<file path="config.mk">
export PLATFORM = sky130hd
export DESIGN_NAME = fei4_record_fifo_flat
export DESIGN_NICKNAME = d
export VERILOG_FILES = /design/src/rtl/fei4_record_fifo_pkg.sv /design/src/rtl/fei4_record_fifo_if.sv /design/src/rtl/fei4_record_fifo_sync_fifo_sa.sv /design/src/rtl/fei4_record_fifo.sv /design/src/flat_wrapper.sv
export SDC_FILE = /design/constraint.sdc
export NUM_CORES = 1
export LEC_CHECK = 0
export CORE_UTILIZATION = 48
export DETAILED_ROUTE_END_ITERATION = 12
export PLACE_DENSITY_LB_ADDON = 0.25
export SETUP_SLACK_MARGIN = 0.3
export SYNTH_ARGS = -nofsm -noshare
export SYNTH_HDL_FRONTEND = slang
export SYNTH_SLANG_ARGS = --single-unit
</file>
<file path="constraint.sdc">
create_clock -name clk -period 3.1 [get_ports clk]
set_input_delay 0.31 -clock clk [delete_from_list [all_inputs] [get_ports clk]]
set_output_delay 0.31 -clock clk [all_outputs]
set_load 0.01 [all_outputs]
</file>
<file path="src/rtl/fei4_record_fifo_pkg.sv">
// Shared record formats and constants for the FE-I4 record FIFO.
// DR/DH bit layouts plus a saturating counter helper.
package fei4_record_pkg;

  localparam logic [7:0]  DH_ID       = 8'hE9;
  localparam logic [3:0]  NOTOT       = 4'd15;
  localparam int unsigned COL_MAX_DEF = 80;
  localparam int unsigned ROW_MAX_DEF = 336;
  localparam int unsigned REC_W       = 24;

  typedef struct packed {
    logic [6:0] col;
    logic [8:0] row;
    logic [3:0] tot_t;
    logic [3:0] tot_b;
  } dr_t;

  typedef struct packed {
    logic [7:0] id;
    logic       flag;
    logic [4:0] lv1id;
    logic [9:0] bcid;
  } dh_t;

  // Adds up to three events to an 8-bit counter, clamping at 255.
  function automatic logic [7:0] sat_add8(input logic [7:0] a, input logic [1:0] n);
    logic [8:0] s;
    s = {1'b0, a} + {7'd0, n};
    return (s > 9'd255) ? 8'hFF : s[7:0];
  endfunction

endpackage

</file>
<file path="src/rtl/fei4_record_fifo_if.sv">
// Formatter/serializer-facing bundle of the record FIFO.
// master = formatter + serializer side, slave = the FIFO block.
interface fei4_record_fifo_if #(
  parameter int unsigned DEPTH = 16
);
  localparam int unsigned CNT_W = $clog2(DEPTH) + 1;

  logic             HeaderWrite;
  logic             HeaderFlag;
  logic [4:0]       HeaderLv1Id;
  logic [9:0]       HeaderBcId;
  logic             HitWrite;
  logic [6:0]       HitColumn;
  logic [8:0]       HitRow;
  logic [3:0]       HitTotTop;
  logic [3:0]       HitTotBottom;
  logic             HitReady;
  logic             RecordValid;
  logic [23:0]      RecordData;
  logic             RecordRead;
  logic [CNT_W-1:0] Count;
  logic             Overflow;
  logic [7:0]       DropCount;
  logic [7:0]       HitsInEvent;

  modport master (
    output HeaderWrite, HeaderFlag, HeaderLv1Id, HeaderBcId,
    output HitWrite, HitColumn, HitRow, HitTotTop, HitTotBottom,
    output RecordRead,
    input  HitReady, RecordValid, RecordData, Count, Overflow, DropCount, HitsInEvent
  );

  modport slave (
    input  HeaderWrite, HeaderFlag, HeaderLv1Id, HeaderBcId,
    input  HitWrite, HitColumn, HitRow, HitTotTop, HitTotBottom,
    input  RecordRead,
    output HitReady, RecordValid, RecordData, Count, Overflow, DropCount, HitsInEvent
  );

endinterface

</file>
<file path="src/rtl/fei4_record_fifo_sync_fifo_sa.sv">
// Single-clock show-ahead FIFO: the head word sits in a register, so a word
// pushed into an empty FIFO is presented on the following cycle.
module sync_fifo_sa #(
  parameter int unsigned WIDTH = 24,
  parameter int unsigned DEPTH = 16,
  localparam int unsigned AW   = $clog2(DEPTH),
  localparam int unsigned CW   = AW + 1
) (
  input  logic             clk,
  input  logic             reset,
  input  logic             push_i,
  input  logic [WIDTH-1:0] wdata_i,
  input  logic             pop_i,
  output logic [WIDTH-1:0] rdata_o,
  output logic             valid_o,
  output logic [CW-1:0]    count_o
);

  logic [WIDTH-1:0] mem_q [DEPTH];
  logic [AW-1:0]    wr_ptr_q, wr_ptr_d;
  logic [AW-1:0]    rd_ptr_q, rd_ptr_d;
  logic [CW-1:0]    count_q, count_d;
  logic [WIDTH-1:0] rdata_q, rdata_d;
  logic             pop_en_c, push_en_c;

  // A full FIFO still takes a push when the head leaves in the same cycle.
  always_comb begin
    pop_en_c  = pop_i && (count_q != '0);
    push_en_c = push_i && ((count_q < CW'(DEPTH)) || pop_en_c);
    wr_ptr_d  = wr_ptr_q;
    rd_ptr_d  = rd_ptr_q;
    count_d   = count_q + CW'(push_en_c) - CW'(pop_en_c);
    rdata_d   = rdata_q;
    if (push_en_c) wr_ptr_d = wr_ptr_q + AW'(1);
    if (pop_en_c)  rd_ptr_d = rd_ptr_q + AW'(1);
    // Next head is either a word already stored or the one arriving now.
    if ((count_q - CW'(pop_en_c)) == '0) begin
      if (push_en_c) rdata_d = wdata_i;
    end else begin
      rdata_d = mem_q[rd_ptr_d];
    end
  end

  always_ff @(posedge clk) begin
    if (reset) begin
      wr_ptr_q <= '0;
      rd_ptr_q <= '0;
      count_q  <= '0;
      rdata_q  <= '0;
    end else begin
      wr_ptr_q <= wr_ptr_d;
      rd_ptr_q <= rd_ptr_d;
      count_q  <= count_d;
      rdata_q  <= rdata_d;
    end
  end

  always_ff @(posedge clk) begin
    if (!reset && push_en_c) mem_q[wr_ptr_q] <= wdata_i;
  end

  assign rdata_o = rdata_q;
  assign valid_o = (count_q != '0);
  assign count_o = count_q;

endmodule

</file>
<file path="src/rtl/fei4_record_fifo.sv">
// FE-I4 record encoder and filter in front of a show-ahead FIFO.
// Turns hits/headers into DR/DH words, applies back-pressure and keeps drop stats.
module fei4_record_fifo
  import fei4_record_pkg::*;
#(
  parameter int unsigned DEPTH   = 16,
  parameter int unsigned COL_MAX = COL_MAX_DEF,
  parameter int unsigned ROW_MAX = ROW_MAX_DEF
) (
  input  logic               clk,
  input  logic               reset,
  fei4_record_fifo_if.slave  bus
);

  localparam int unsigned CNT_W = $clog2(DEPTH) + 1;

  logic [CNT_W-1:0] fifo_count;
  logic             fifo_valid;
  logic [REC_W-1:0] fifo_rdata;

  logic             hit_ready_c, pop_c, hdr_ok_c;
  logic             hit_acc_c, notot_c, bad_c, hit_push_c;
  logic             push_c;
  logic [1:0]       drops_c;
  dr_t              dr_c;
  dh_t              dh_c;
  logic [REC_W-1:0] wdata_c;

  logic             ovf_q, ovf_d;
  logic [7:0]       drop_q, drop_d;
  logic [7:0]       hits_q, hits_d;

  // Encode, filter and account for every record request of this cycle.
  always_comb begin
    dr_c       = '{col: bus.HitColumn, row: bus.HitRow,
                   tot_t: bus.HitTotTop, tot_b: bus.HitTotBottom};
    dh_c       = '{id: DH_ID, flag: bus.HeaderFlag,
                   lv1id: bus.HeaderLv1Id, bcid: bus.HeaderBcId};
    hit_ready_c = (fifo_count < CNT_W'(DEPTH)) && !bus.HeaderWrite;
    pop_c       = bus.RecordRead && fifo_valid;
    hdr_ok_c    = (fifo_count < CNT_W'(DEPTH)) || pop_c;
    hit_acc_c   = bus.HitWrite && hit_ready_c;
    notot_c     = (bus.HitTotTop == NOTOT) && (bus.HitTotBottom == NOTOT);
    bad_c       = (bus.HitColumn == 7'd0) || (bus.HitColumn > 7'(COL_MAX)) ||
                  (bus.HitRow == 9'd0)    || (bus.HitRow > 9'(ROW_MAX));
    hit_push_c  = hit_acc_c && !notot_c && !bad_c;
    push_c      = bus.HeaderWrite ? hdr_ok_c : hit_push_c;
    wdata_c     = bus.HeaderWrite ? REC_W'(dh_c) : REC_W'(dr_c);
    drops_c     = 2'(bus.HeaderWrite && !hdr_ok_c) +
                  2'(bus.HitWrite && !hit_ready_c) +
                  2'(hit_acc_c && !notot_c && bad_c);
    ovf_d       = ovf_q || (drops_c != 2'd0);
    drop_d      = sat_add8(drop_q, drops_c);
    hits_d      = hits_q;
    if (bus.HeaderWrite)  hits_d = 8'd0;
    else if (hit_push_c)  hits_d = sat_add8(hits_q, 2'd1);
  end

  always_ff @(posedge clk) begin
    if (reset) begin
      ovf_q  <= 1'b0;
      drop_q <= 8'd0;
      hits_q <= 8'd0;
    end else begin
      ovf_q  <= ovf_d;
      drop_q <= drop_d;
      hits_q <= hits_d;
    end
  end

  sync_fifo_sa #(
    .WIDTH (REC_W),
    .DEPTH (DEPTH)
  ) u_fifo (
    .clk     (clk),
    .reset   (reset),
    .push_i  (push_c),
    .wdata_i (wdata_c),
    .pop_i   (bus.RecordRead),
    .rdata_o (fifo_rdata),
    .valid_o (fifo_valid),
    .count_o (fifo_count)
  );

  assign bus.HitReady    = hit_ready_c;
  assign bus.RecordValid = fifo_valid;
  assign bus.RecordData  = fifo_rdata;
  assign bus.Count       = fifo_count;
  assign bus.Overflow    = ovf_q;
  assign bus.DropCount   = drop_q;
  assign bus.HitsInEvent = hits_q;

endmodule

</file>
<file path="src/flat_wrapper.sv">
// flat-port wrapper written by rule: the top's interface ports become plain ports
module fei4_record_fifo_flat import fei4_record_pkg::*;
#(
  parameter int unsigned DEPTH   = 16,
  parameter int unsigned COL_MAX = COL_MAX_DEF,
  parameter int unsigned ROW_MAX = ROW_MAX_DEF
)
  (clk, reset, bus_HeaderWrite, bus_HeaderFlag, bus_HeaderLv1Id, bus_HeaderBcId, bus_HitWrite, bus_HitColumn, bus_HitRow, bus_HitTotTop, bus_HitTotBottom, bus_RecordRead, bus_HitReady, bus_RecordValid, bus_RecordData, bus_Count, bus_Overflow, bus_DropCount, bus_HitsInEvent);
  fei4_record_fifo_if #(.DEPTH(DEPTH)) bus_i ();
  input  logic clk;
  input  logic reset;
  input wire logic [$bits(bus_i.HeaderWrite)-1:0] bus_HeaderWrite;
  input wire logic [$bits(bus_i.HeaderFlag)-1:0] bus_HeaderFlag;
  input wire logic [$bits(bus_i.HeaderLv1Id)-1:0] bus_HeaderLv1Id;
  input wire logic [$bits(bus_i.HeaderBcId)-1:0] bus_HeaderBcId;
  input wire logic [$bits(bus_i.HitWrite)-1:0] bus_HitWrite;
  input wire logic [$bits(bus_i.HitColumn)-1:0] bus_HitColumn;
  input wire logic [$bits(bus_i.HitRow)-1:0] bus_HitRow;
  input wire logic [$bits(bus_i.HitTotTop)-1:0] bus_HitTotTop;
  input wire logic [$bits(bus_i.HitTotBottom)-1:0] bus_HitTotBottom;
  input wire logic [$bits(bus_i.RecordRead)-1:0] bus_RecordRead;
  output wire logic [$bits(bus_i.HitReady)-1:0] bus_HitReady;
  output wire logic [$bits(bus_i.RecordValid)-1:0] bus_RecordValid;
  output wire logic [$bits(bus_i.RecordData)-1:0] bus_RecordData;
  output wire logic [$bits(bus_i.Count)-1:0] bus_Count;
  output wire logic [$bits(bus_i.Overflow)-1:0] bus_Overflow;
  output wire logic [$bits(bus_i.DropCount)-1:0] bus_DropCount;
  output wire logic [$bits(bus_i.HitsInEvent)-1:0] bus_HitsInEvent;
  assign bus_i.HeaderWrite = bus_HeaderWrite;
  assign bus_i.HeaderFlag = bus_HeaderFlag;
  assign bus_i.HeaderLv1Id = bus_HeaderLv1Id;
  assign bus_i.HeaderBcId = bus_HeaderBcId;
  assign bus_i.HitWrite = bus_HitWrite;
  assign bus_i.HitColumn = bus_HitColumn;
  assign bus_i.HitRow = bus_HitRow;
  assign bus_i.HitTotTop = bus_HitTotTop;
  assign bus_i.HitTotBottom = bus_HitTotBottom;
  assign bus_i.RecordRead = bus_RecordRead;
  assign bus_HitReady = bus_i.HitReady;
  assign bus_RecordValid = bus_i.RecordValid;
  assign bus_RecordData = bus_i.RecordData;
  assign bus_Count = bus_i.Count;
  assign bus_Overflow = bus_i.Overflow;
  assign bus_DropCount = bus_i.DropCount;
  assign bus_HitsInEvent = bus_i.HitsInEvent;
  fei4_record_fifo #(.DEPTH(DEPTH), .COL_MAX(COL_MAX), .ROW_MAX(ROW_MAX)) u_core (.clk(clk), .reset(reset), .bus(bus_i));
endmodule
</file>
==> impl_metrics.sql <==
INSERT INTO impl_metrics (metric_group, metric, value, unit) VALUES
('outcome', 'outcome', 'completed', ''),
('sta', 'slew_headroom', '16.2', '%'),
('sta', 'fin_crit_sh', '91.0', '%'),
('yosys', 'synth_compound_area_share', '12.3', '%'),
('global_route', 'grt_use_total', '26.4', '%'),
('placed_design', 'gp_routability_congestion', '0.897', ''),
('flow_run', 'drv.max_cap_violation_count', '0', ''),
('setup_path', 'worst-r2r-cell-count', '12', ''),
('placed_design', 'post-place-cells', '2168', ''),
('die', 'fp.dieH', '209', 'µm'),
('setup_path', 'crit_path_cell_trace', 'inv_4 -> ha_4 -> nor4b_4 -> inv_4 -> nand2_4 -> inv_4 -> ha_4 -> a41o_1 -> a221oi_4 -> nand2_4 -> o22ai_1 -> or4_4', ''),
('yosys', 'synth-edff-count', '384', ''),
('die', 'die_w', '209', 'µm'),
('sta', 'setup_violations', '0', ''),
('setup_path', 'crit_path_max_incr_delay', '0.46', 'ns'),
('sta', 'final_max_tran_viols', '0', ''),
('sta', 'final_hold_viol_count', '0', ''),
('placed_design', 'hpwlAfterDp', '38.0', 'mm'),
('clock_tree', 'htree_levels', '2', ''),
('drt', 'average_wire_length_per_cell_after_detail_routing', '25.6', 'µm'),
('setup_path', 'timing.reg2reg.setup_slack', '0.28', 'ns'),
('clock_tree', 'clk_pin_slew_worst_paths', '0.06', 'ns'),
('final_layout', 'area.sequential', '12600', 'µm²'),
('placed_design', 'detailed_place.area', '23300', 'µm²'),
('setup_path', 'arrival', '3.31', 'ns'),
('final_layout', 'final_net_count', '1757', ''),
('yosys', 'synth_xor_area_share', '0.473', '%'),
('min_path', 'hold_path.class', 'input pin to flop', ''),
('final_layout', 'synthToLayoutAreaGrowth', '21.4', '%'),
('yosys', 'synth.net_count', '1580', ''),
('final_layout', 'fin_cells', '2263', ''),
('yosys', 'yosys.area_share.simple', '8.21', '%'),
('yosys', 'post_synth_mux_area_share', '13.4', '%'),
('sta', 'worst_clock_skew', '0.0124', 'ns'),
('setup_path', 'critPathLaunchType', 'flop', ''),
('clock_tree', 'clkLatencyLatePin', '0.56', 'ns'),
('yosys', 'netlist_instances', '1515', ''),
('setup_path', 'cp_slowest_cell', 'a221oi_4', ''),
('clock_tree', 'cts_root_buffer', 'clkbuf_16', ''),
('global_route', 'pin_count_of_the_biggest_net_entering_global_routing', '48', ''),
('yosys', 'yosys.cell_types.count', '78', ''),
('global_route', 'first_global_vias', '14300', ''),
('clock_tree', 'tritoncts_num_sinks', '438', ''),
('global_route', 'grt_pass1_wl', '87.3', 'mm'),
('final_layout', 'drive_gt1_share', '21.0', '%'),
('final_layout', 'layout_commonest_cell', 'edfxtp_1', ''),
('min_path', 'hold_path_startpoint', 'bus_HitColumn[3]', ''),
('clock_tree', 'numCtsBuffers', '43', ''),
('placed_design', 'number_of_port_buffers', '92', ''),
('global_route', 'initial_antenna_violation_count', '1', ''),
('drt', 'vias_post_dr', '14500', ''),
('setup_path', 'worstPathMaxFanout', '6', ''),
('yosys', 'synth_warnings', '0', ''),
('sta', 'worst_pin_slew', '1.25', 'ns'),
('yosys', 'async_flop_share', '0', '%'),
('yosys', 'main_combinational_cell_family_by_area_after_synthesis', 'multiplexers', ''),
('min_path', 'hold_end', 'u_core.u_fifo.rdata_o[20]$_SDFFE_PP0P_', ''),
('yosys', 'synth.cell_area', '20600', 'µm²'),
('yosys', 'synth_sequential_area_ratio', '61.1', '%'),
('drt', 'avgViaCountPerCell', '6.41', ''),
('final_layout', 'stdcell_area', '25100', 'µm²'),
('power_and_ir_drop', 'power.static_leakage', '8.44', 'nW'),
('yosys', 'adder_and_majority_cell_fraction_of_the_synthesized_area', '1.37', '%'),
('sta', 'clock.fmax', '355', 'MHz'),
('final_layout', 'fillers', '3160', ''),
('clock_tree', 'tritoncts', 'built', ''),
('min_path', 'worst_hold_depth', '4', ''),
('drt', 'detail_route.drc_violations', '0', ''),
('yosys', 'synthFlopType', 'edfxtp_1', ''),
('sta', 'timing.final.crit_period', '2.82', 'ns'),
('clock_tree', 'cts-hold-fix-buffers', '0', '');
-- what timing repair did --
item | CTS | global route
pin swaps | 9 | 18
hold endpoints to repair | 0 | 0
gates cloned | 0 | 0
setup buffers | 9 | 9
resized for setup | 15 | 42
setup endpoints to repair | 29 | 125
-- metal layers --
metal | up-vias | routed length, µm | global-route usage (%)
met3 | 143 | 4340 | 3.62
met4 | 0 | 2570 | 11.8
li1 | 6471 | - | -
met5 | - | 0 | 0
met1 | 7199 | 22800 | 34.7
met2 | 688 | 28200 | 43.7
-- registers in the layout (all words and copies together) (netlist names) --
register                flops
u_core.bus.DropCount        8
u_core.u_fifo.mem_q       384
u_core.bus.Overflow         1
u_core.bus.HitsInEvent      8
u_core.u_fifo.wr_ptr_q      4
u_core.u_fifo.rdata_o      24
u_core.u_fifo.count_o       5
u_core.u_fifo.rd_ptr_q      4
-- cell usage after synthesis (all sizes together), types with 12 or more instances --
master | number | area [µm²]
nor2 | 57 | 216
dfxtp | 54 | 1080
a211o | 12 | 105
a21oi | 46 | 245
mux2i | 195 | 1950
mux4 | 22 | 495
a32oi | 15 | 131
a221oi | 15 | 149
inv | 24 | 92.6
o22a | 16 | 140
o221ai | 47 | 412
buf | 63 | 369
a211oi | 22 | 185
nor3 | 12 | 70.1
mux2 | 28 | 315
edfxtp | 384 | 11500
clkbuf | 48 | 180
and3 | 40 | 255
o22ai | 68 | 425
ha | 17 | 213
o21ai | 51 | 278
nand2 | 44 | 170
nand3 | 87 | 445
nand4 | 18 | 113
-- worst max path at each step --
stage | from | to | slack [ns] | cells after the start
2_1_floorplan | u_core.u_fifo.count_o[3]$_SDFF_PP0_ | u_core.u_fifo.rdata_o[15]$_SDFFE_PP0P_ | 0.08 | 15
3_3_place_gp | bus_HitRow[0] | u_core.u_fifo.count_o[4]$_SDFF_PP0_ | -0.37 | 18
3_5_place_dp | bus_HitRow[0] | u_core.bus.DropCount[1]$_SDFF_PP0_ | -0.38 | 14
4_1_cts | bus_HitColumn[1] | u_core.bus.DropCount[0]$_SDFF_PP0_ | 0.30 | 12
5_1_grt | u_core.u_fifo.count_o[3]$_SDFF_PP0_ | u_core.u_fifo.rdata_o[5]$_SDFFE_PP0P_ | 0.24 | 14
6_report | u_core.u_fifo.count_o[3]$_SDFF_PP0_ | u_core.u_fifo.rdata_o[5]$_SDFFE_PP0P_ | 0.28 | 12
-- where the power goes --
group	switching, W	internal (W)	leakage [nW]
sequential	0.000231	0.00669	3.90
clock	0.00216	0.00305	0.678
combinational	0.00351	0.00268	3.86
total	0.00591	0.0124	8.44
-- metrics by stage --
stage	TNS [ns]	hold slack [ns]	power [W]	utilization [%]	worst slack, ns
final	0	0.211	0.0183	59.5	0.279
after global placement	-20.64	0.471	0.0128	55.2	-0.370
after CTS	0	0.477	0.0182	58.8	0.302
after global routing	0	0.232	0.0190	59.5	0.242
after floorplan	0	0.432	0.0110	-	0.0794
after detailed placement	-27.79	0.463	0.0129	55.2	-0.379
-- area by class of cell --
cell class	count	area share, %
Sequential cell	438	50.4
Multi-Input combinational cell	941	31.3
Timing Repair Buffer	243	9.62
Clock buffer	56	4.62
Tap cell	539	2.69
Clock inverter	20	0.939
Inverter	25	0.415
Antenna cell	1	0.00999
-- kinds of logic (layout without fill, tap and decap cells) --
family                   count (synthesis)  after routing
AND/OR/NAND/NOR                        318            318
multiplexers                           245            245
AO/OA/AOI/OAI                          348            348
XOR/XNOR                                 9              9
buffers and inverters                  136            344
flip-flops                             438            438
adder cells (fa/ha/maj)                 21             21
other                                    0              1
-- worst max-delay path: cells and delay by family, from the launching register on --
kind,cells,cell delay [ns]
buf+inv,3,0.18
compound gates,3,1.13
simple gates,4,0.80
fa+ha+maj,2,0.30
flops,1,0.35
No activity file was read; power rests on OpenSTA's default activity.
